### src/rtl/prog_uart_pkg.sv
// Constants and types shared by the programming UART transmitter and receiver.
package prog_uart_pkg;

    localparam int unsigned UART_DATA_W  = 8;
    localparam int unsigned UART_MIN_CPB = 2;
    localparam int unsigned FRAME_BITS   = 10;
    localparam int unsigned CPB_W        = 16;
    localparam int unsigned BIT_IDX_W    = $clog2(UART_DATA_W);

    typedef enum logic [1:0] {
        IDLE  = 2'd0,
        START = 2'd1,
        DATA  = 2'd2,
        STOP  = 2'd3
    } uart_state_e;

    // Bit periods below the minimum cannot form a distinguishable bit, so raise them.
    function automatic logic [CPB_W-1:0] clamp_cpb(input logic [CPB_W-1:0] cpb);
        return (cpb < CPB_W'(UART_MIN_CPB)) ? CPB_W'(UART_MIN_CPB) : cpb;
    endfunction

endpackage

### src/rtl/prog_uart_fifo.sv
// Single-clock FIFO; full/empty are derived from the occupancy count, pointers wrap naturally.
module prog_uart_fifo #(
    parameter int unsigned DEPTH = 8,
    parameter int unsigned WIDTH = 8,
    parameter int unsigned CNT_W = $clog2(DEPTH + 1)
) (
    input  logic             clock,
    input  logic             reset,
    input  logic             push_i,
    input  logic [WIDTH-1:0] data_i,
    input  logic             pop_i,
    output logic [WIDTH-1:0] data_o,
    output logic             full_o,
    output logic             empty_o,
    output logic [CNT_W-1:0] count_o
);

    localparam int unsigned PTR_W = $clog2(DEPTH);

    logic [WIDTH-1:0] mem_q [DEPTH];
    logic [WIDTH-1:0] mem_d [DEPTH];
    logic [PTR_W-1:0] wr_ptr_q, wr_ptr_d;
    logic [PTR_W-1:0] rd_ptr_q, rd_ptr_d;
    logic [CNT_W-1:0] count_q, count_d;
    logic             do_push_c;
    logic             do_pop_c;

    assign full_o    = (count_q == CNT_W'(DEPTH));
    assign empty_o   = (count_q == '0);
    assign count_o   = count_q;
    assign data_o    = mem_q[rd_ptr_q];
    assign do_push_c = push_i && !full_o;
    assign do_pop_c  = pop_i && !empty_o;

    always_comb begin
        mem_d    = mem_q;
        wr_ptr_d = wr_ptr_q;
        rd_ptr_d = rd_ptr_q;
        count_d  = count_q + CNT_W'(do_push_c) - CNT_W'(do_pop_c);
        if (do_push_c) begin
            mem_d[wr_ptr_q] = data_i;
            wr_ptr_d        = wr_ptr_q + PTR_W'(1);
        end
        if (do_pop_c) begin
            rd_ptr_d = rd_ptr_q + PTR_W'(1);
        end
    end

    always_ff @(posedge clock) begin
        if (reset) begin
            wr_ptr_q <= '0;
            rd_ptr_q <= '0;
            count_q  <= '0;
        end else begin
            wr_ptr_q <= wr_ptr_d;
            rd_ptr_q <= rd_ptr_d;
            count_q  <= count_d;
        end
    end

    // Storage needs no reset: contents are only visible through a valid count.
    always_ff @(posedge clock) begin
        mem_q <= mem_d;
    end

endmodule

### src/rtl/prog_uart_tx.sv
// Programming-UART transmitter: drains the TX FIFO as 8N1 frames, LSB first,
// with the bit period latched from io_CLK_PER_BIT at the start of each frame.
module prog_uart_tx
    import prog_uart_pkg::*;
#(
    parameter int unsigned FIFO_DEPTH = 8,
    parameter int unsigned CNT_W      = $clog2(FIFO_DEPTH + 1)
) (
    input  logic                   clock,
    input  logic                   reset,
    input  logic [CPB_W-1:0]       io_CLK_PER_BIT,
    input  logic [UART_DATA_W-1:0] io_tx_data_i,
    input  logic                   io_tx_valid_i,
    output logic                   io_tx_ready_o,
    output logic                   io_tx_o,
    output logic                   io_busy_o,
    output logic [CNT_W-1:0]       io_fifo_count_o
);

    uart_state_e            state_q, state_d;
    logic [CPB_W-1:0]       baud_q, baud_d;
    logic [CPB_W-1:0]       period_q, period_d;
    logic [BIT_IDX_W-1:0]   bit_idx_q, bit_idx_d;
    logic [UART_DATA_W-1:0] shift_q, shift_d;
    logic                   tx_q, tx_d;

    logic                   push_c;
    logic                   pop_c;
    logic [UART_DATA_W-1:0] fifo_head;
    logic                   fifo_full;
    logic                   fifo_empty;
    logic [CNT_W-1:0]       fifo_count;
    logic [CPB_W-1:0]       period_new_c;

    assign push_c       = io_tx_valid_i && io_tx_ready_o;
    assign io_tx_ready_o = !fifo_full;
    assign period_new_c = clamp_cpb(io_CLK_PER_BIT);

    prog_uart_fifo #(
        .DEPTH (FIFO_DEPTH),
        .WIDTH (UART_DATA_W),
        .CNT_W (CNT_W)
    ) u_fifo (
        .clock   (clock),
        .reset   (reset),
        .push_i  (push_c),
        .data_i  (io_tx_data_i),
        .pop_i   (pop_c),
        .data_o  (fifo_head),
        .full_o  (fifo_full),
        .empty_o (fifo_empty),
        .count_o (fifo_count)
    );

    always_comb begin
        state_d   = state_q;
        baud_d    = baud_q;
        period_d  = period_q;
        bit_idx_d = bit_idx_q;
        shift_d   = shift_q;
        tx_d      = tx_q;
        pop_c     = 1'b0;
        unique case (state_q)
            IDLE: begin
                if (!fifo_empty) begin
                    pop_c    = 1'b1;
                    shift_d  = fifo_head;
                    period_d = period_new_c;
                    baud_d   = period_new_c - CPB_W'(1);
                    tx_d     = 1'b0;
                    state_d  = START;
                end
            end
            START: begin
                if (baud_q == '0) begin
                    baud_d    = period_q - CPB_W'(1);
                    tx_d      = shift_q[0];
                    shift_d   = shift_q >> 1;
                    bit_idx_d = '0;
                    state_d   = DATA;
                end else begin
                    baud_d = baud_q - CPB_W'(1);
                end
            end
            DATA: begin
                if (baud_q == '0) begin
                    baud_d = period_q - CPB_W'(1);
                    if (bit_idx_q == BIT_IDX_W'(UART_DATA_W - 1)) begin
                        tx_d    = 1'b1;
                        state_d = STOP;
                    end else begin
                        tx_d      = shift_q[0];
                        shift_d   = shift_q >> 1;
                        bit_idx_d = bit_idx_q + BIT_IDX_W'(1);
                    end
                end else begin
                    baud_d = baud_q - CPB_W'(1);
                end
            end
            STOP: begin
                // Chain straight into the next start bit so queued bytes leave with no idle gap.
                if (baud_q == '0) begin
                    if (!fifo_empty) begin
                        pop_c    = 1'b1;
                        shift_d  = fifo_head;
                        period_d = period_new_c;
                        baud_d   = period_new_c - CPB_W'(1);
                        tx_d     = 1'b0;
                        state_d  = START;
                    end else begin
                        state_d = IDLE;
                    end
                end else begin
                    baud_d = baud_q - CPB_W'(1);
                end
            end
            default: state_d = IDLE;
        endcase
    end

    always_ff @(posedge clock) begin
        if (reset) begin
            state_q   <= IDLE;
            baud_q    <= '0;
            period_q  <= CPB_W'(UART_MIN_CPB);
            bit_idx_q <= '0;
            shift_q   <= '0;
            tx_q      <= 1'b1;
        end else begin
            state_q   <= state_d;
            baud_q    <= baud_d;
            period_q  <= period_d;
            bit_idx_q <= bit_idx_d;
            shift_q   <= shift_d;
            tx_q      <= tx_d;
        end
    end

    assign io_tx_o         = tx_q;
    assign io_busy_o       = (state_q != IDLE) || (fifo_count != '0);
    assign io_fifo_count_o = fifo_count;

endmodule

### config.mk
export PLATFORM = sky130hd
export DESIGN_NAME = prog_uart_tx
export DESIGN_NICKNAME = d
export VERILOG_FILES = /design/src/rtl/prog_uart_pkg.sv /design/src/rtl/prog_uart_fifo.sv /design/src/rtl/prog_uart_tx.sv
export SDC_FILE = /design/constraint.sdc
export NUM_CORES = 1
export LEC_CHECK = 0
export BUFFER_PORTS_ARGS = -buffer_cell sky130_fd_sc_hd__buf_2
export CAP_MARGIN = 40
export CORE_MARGIN = 10
export CORE_UTILIZATION = 61
export DETAILED_ROUTE_END_ITERATION = 16
export PLACE_DENSITY = 0.8
export SYNTH_ARGS = -nofsm -noshare
export SYNTH_HDL_FRONTEND = slang
export SYNTH_SLANG_ARGS = --single-unit
### constraint.sdc
create_clock -name clock -period 3.49 [get_ports clock]
set_input_delay 0.8725 -clock clock [delete_from_list [all_inputs] [get_ports clock]]
set_output_delay 0.8725 -clock clock [all_outputs]
set_load 0.01 [all_outputs]
==> impl_metrics.tcl <==
set metrics [dict create \
    crit_type "reg2reg" \
    antenna_cells 0 \
    synth-edff-count 64 \
    rrSetupSlack_ns 0.41 \
    ys_async_sr_fraction_pct 0 \
    numPortBuffers 33 \
    power_frac_seq_pct 32.5 \
    totalWireLength_um 14600 \
    gp_congestion 0.926 \
    yosysWarnings 0 \
    synth_fa_ha_area_share_pct 4.03 \
    ant_nets 0 \
    hp-class "reg2reg" \
    cts_buffers 17 \
    die_w_um 120 \
    hold_start "bit_idx_q[1]" \
    p_total_mw 6.44 \
    fin_skew_ns 0.0116 \
    p_comb_share_pct 43.7 \
    post_dp_cell_area_mm2 0.00639 \
    irDropWorstVdd_mv 0.536 \
    hold_violations 0 \
    fin_tns_setup_ns 0 \
    synth_cell_type_count 60 \
    fin_nets 663 \
    slew_violations 0 \
    cap_violations 0 \
    rows 36 \
    p_leak_nw 2.56 \
    cts_setup_buffers 0 \
    ys.flop_type "edfxtp_1" \
    drc 0 \
    vias_per_cell 6.13 \
    synth_top_area_share_pct 31.6 \
    synth_compound_gate_area_share_pct 10.4 \
    clockRootBuffer "clkbuf_8" \
    drt_iter0_drc 383 \
    cts_sinks 120 \
    fin_crit_sh_pct 88.2 \
    multi_input_area_mm2 0.00285 \
    io_pins 34 \
    grt_pass1_wl_um 23300 \
    grt_max_degree 35 \
    ctsHoldBuffers 0 \
    drive_gt1_share_pct 16.8 \
    start_util_pct 62.6 \
    dieArea_mm2 0.0144 \
    yosysMostFrequentCell "nand2_1" \
    clk_pin_slew_ns 0.06 \
    netlist.top_cell.by_area "edfxtp_1" \
    powerDensity_mw_per_mm2 930 \
    fin_area_mm2 0.00692 \
    wl_per_cell_um 19.1 \
    synth_top_family_by_area "simple AND/OR/NAND/NOR gates" \
    htreeDepth 4 \
    critPathLaunchType "flip-flop" \
    crit_arrival_ns 3.49 \
    path_max_fanout 5 \
    min_period_ns 3.08 \
    tightest_slew_ns 0.914 \
    status "completed" \
    fp.dieH_um 120 \
    r2r_cells 14 \
    insertion_delay_ns 0.53 \
    cp-end-kind "flip-flop" \
    r2r-start "baud_q[0]" \
    p_int_mw 3.83 \
    rsz0062_at_grt "no" \
    synth_area_leaders "edfxtp_1 32%, dfxtp_1 18%, mux4_2 5.9%, nand2_1 4.1%, mux2i_1 3.8%" \
    register_area_mm2 0.00304 \
    antenna_found_initial 0 \
    startpoint "baud_q[0]" \
    dp_hpwl_um 10200 \
    hold_end "bit_idx_q[1]" \
    synth-seq-cells 120 \
    netlist_top_cells_count "67 x nand2_1, 64 x edfxtp_1, 61 x nor2_1" \
    core_area_mm2 0.00973 \
    vias 4681 \
    grtUsageTotal_pct 20.4 \
    nFillCells 726 \
    worst_ep_required_time_ns 3.90 \
    holdPathStages 2 \
    switching_share_pct 40.5 \
    fmaxAchievable_ghz 0.325 \
    hold_slack_ns 0.460 \
    rr_endpoint "u_fifo.count_o[2]" \
    synthMuxAreaShare_pct 10.1 \
    netlist_area_mm2 0.00609 \
    cts_tree "done" \
    ctsResizeCount 0 \
    syn_inst 583 \
    synth-xor-area-share_pct 5.32 \
    synth-simple-area-share_pct 17.0 \
    grt_pass1_vias 4541 \
    drt_first_pass_iters 5 \
    cts_buffer_depth 2 \
    syn-mean-instance-area_um2 10.4 \
    synthesis.nets 629 \
    areaGrowthSynthToFinish_pct 13.6 \
    yosysSeqAreaShare_pct 50.0 \
    grt.overflow.total 0 \
    power_frac_clock_pct 23.8 \
    setup_violations 0 \
    p_switching_mw 2.61 \
    relSlewSlack_pct 39.0 \
]
[worst max path at each step]
stage          slack [ns]           endpoint
3_5_place_dp         0.31         baud_q[14]
2_1_floorplan        0.46         baud_q[14]
6_report             0.41  u_fifo.count_o[2]
3_3_place_gp         0.43         baud_q[14]
5_1_grt              0.29  u_fifo.count_o[2]
4_1_cts              0.45  u_fifo.count_o[2]
[layout make-up]
| class | count | area share (%) |
|---|---|---|
| timing repair buffer | 47 | 3.91 |
| clock buffer | 21 | 6.49 |
| inverter | 17 | 0.922 |
| tap | 133 | 2.41 |
| sequential | 120 | 44.0 |
| multi-input combinational | 414 | 41.2 |
| clock inverter | 11 | 1.10 |
[metal layers]
| layer | wire length, um | part of all wire [%] | global-route usage [%] |
|---|---|---|---|
| met5 | 0 | 0 | 0 |
| met4 | 447 | 3.1 | 9.50 |
| met3 | 801 | 5.5 | 4.55 |
| met2 | 7380 | 51 | 35.4 |
| met1 | 5920 | 41 | 23.6 |
[power by group through the flow]
stage          registers [mW]  clock network, mW  logic (mW)
4_1_cts                  2.08               1.54        2.78
3_5_place_dp             2.11                  0        2.75
5_1_grt                  2.12               1.60        3.09
2_1_floorplan            2.01                  0        2.17
6_report                 2.09               1.53        2.81
3_3_place_gp             2.09                  0        2.67
[flip-flops by register name, summed over array words and instances, names as in the netlist]
name             cells
u_fifo.mem_q        64
u_fifo.count_o       4
shift_q              8
baud_q              16
bit_idx_q            3
u_fifo.wr_ptr_q      3
io_tx_o              1
period_q            16
u_fifo.rd_ptr_q      3
state_q              2
[layout by cell type, fill, tap and decap left out, types with 16 or more instances in the layout]
cell type  instances
ha_1              18
nor3_1            20
mux4_2            16
a21oi_1           43
mux2i_1           23
edfxtp_1          64
buf_2             33
dfxtp_1           56
xnor2_1           23
nor2_1            61
clkbuf_16         16
inv_1             17
o21ai_0           22
nand2_1           67
[per-stage QoR]
step | util, % | std cells | setup WS [ns]
global route | 71.1 | 763 | 0.292
floorplan | - | 583 | 0.465
CTS | 71.1 | 763 | 0.449
detailed placement | 65.7 | 731 | 0.308
global placement | 65.7 | 731 | 0.425
finish | 71.1 | 763 | 0.412
[kinds of logic (layout without fill, tap and decap cells)]
| kind of cell | Yosys count | after routing |
|---|---|---|
| adder cells (fa/ha/maj) | 19 | 19 |
| XOR/XNOR | 37 | 37 |
| multiplexers | 41 | 41 |
| AO/OA/AOI/OAI | 103 | 103 |
| flip-flops | 120 | 120 |
| AND/OR/NAND/NOR | 214 | 214 |
| buffers and inverters | 49 | 96 |
[worst max-delay path, stage by stage (launching register included)]
cell	delay [ns]
dfxtp_1	0.35
inv_1	0.07
ha_1	0.19
nor3b_1	0.50
and4_1	0.35
a21oi_1	0.12
nor3_1	0.15
buf_4	0.16
ha_1	0.22
inv_1	0.05
ha_1	0.16
inv_1	0.06
fa_1	0.38
xor2_1	0.15
nor2_1	0.06
Power figures use the tool's default switching activity.
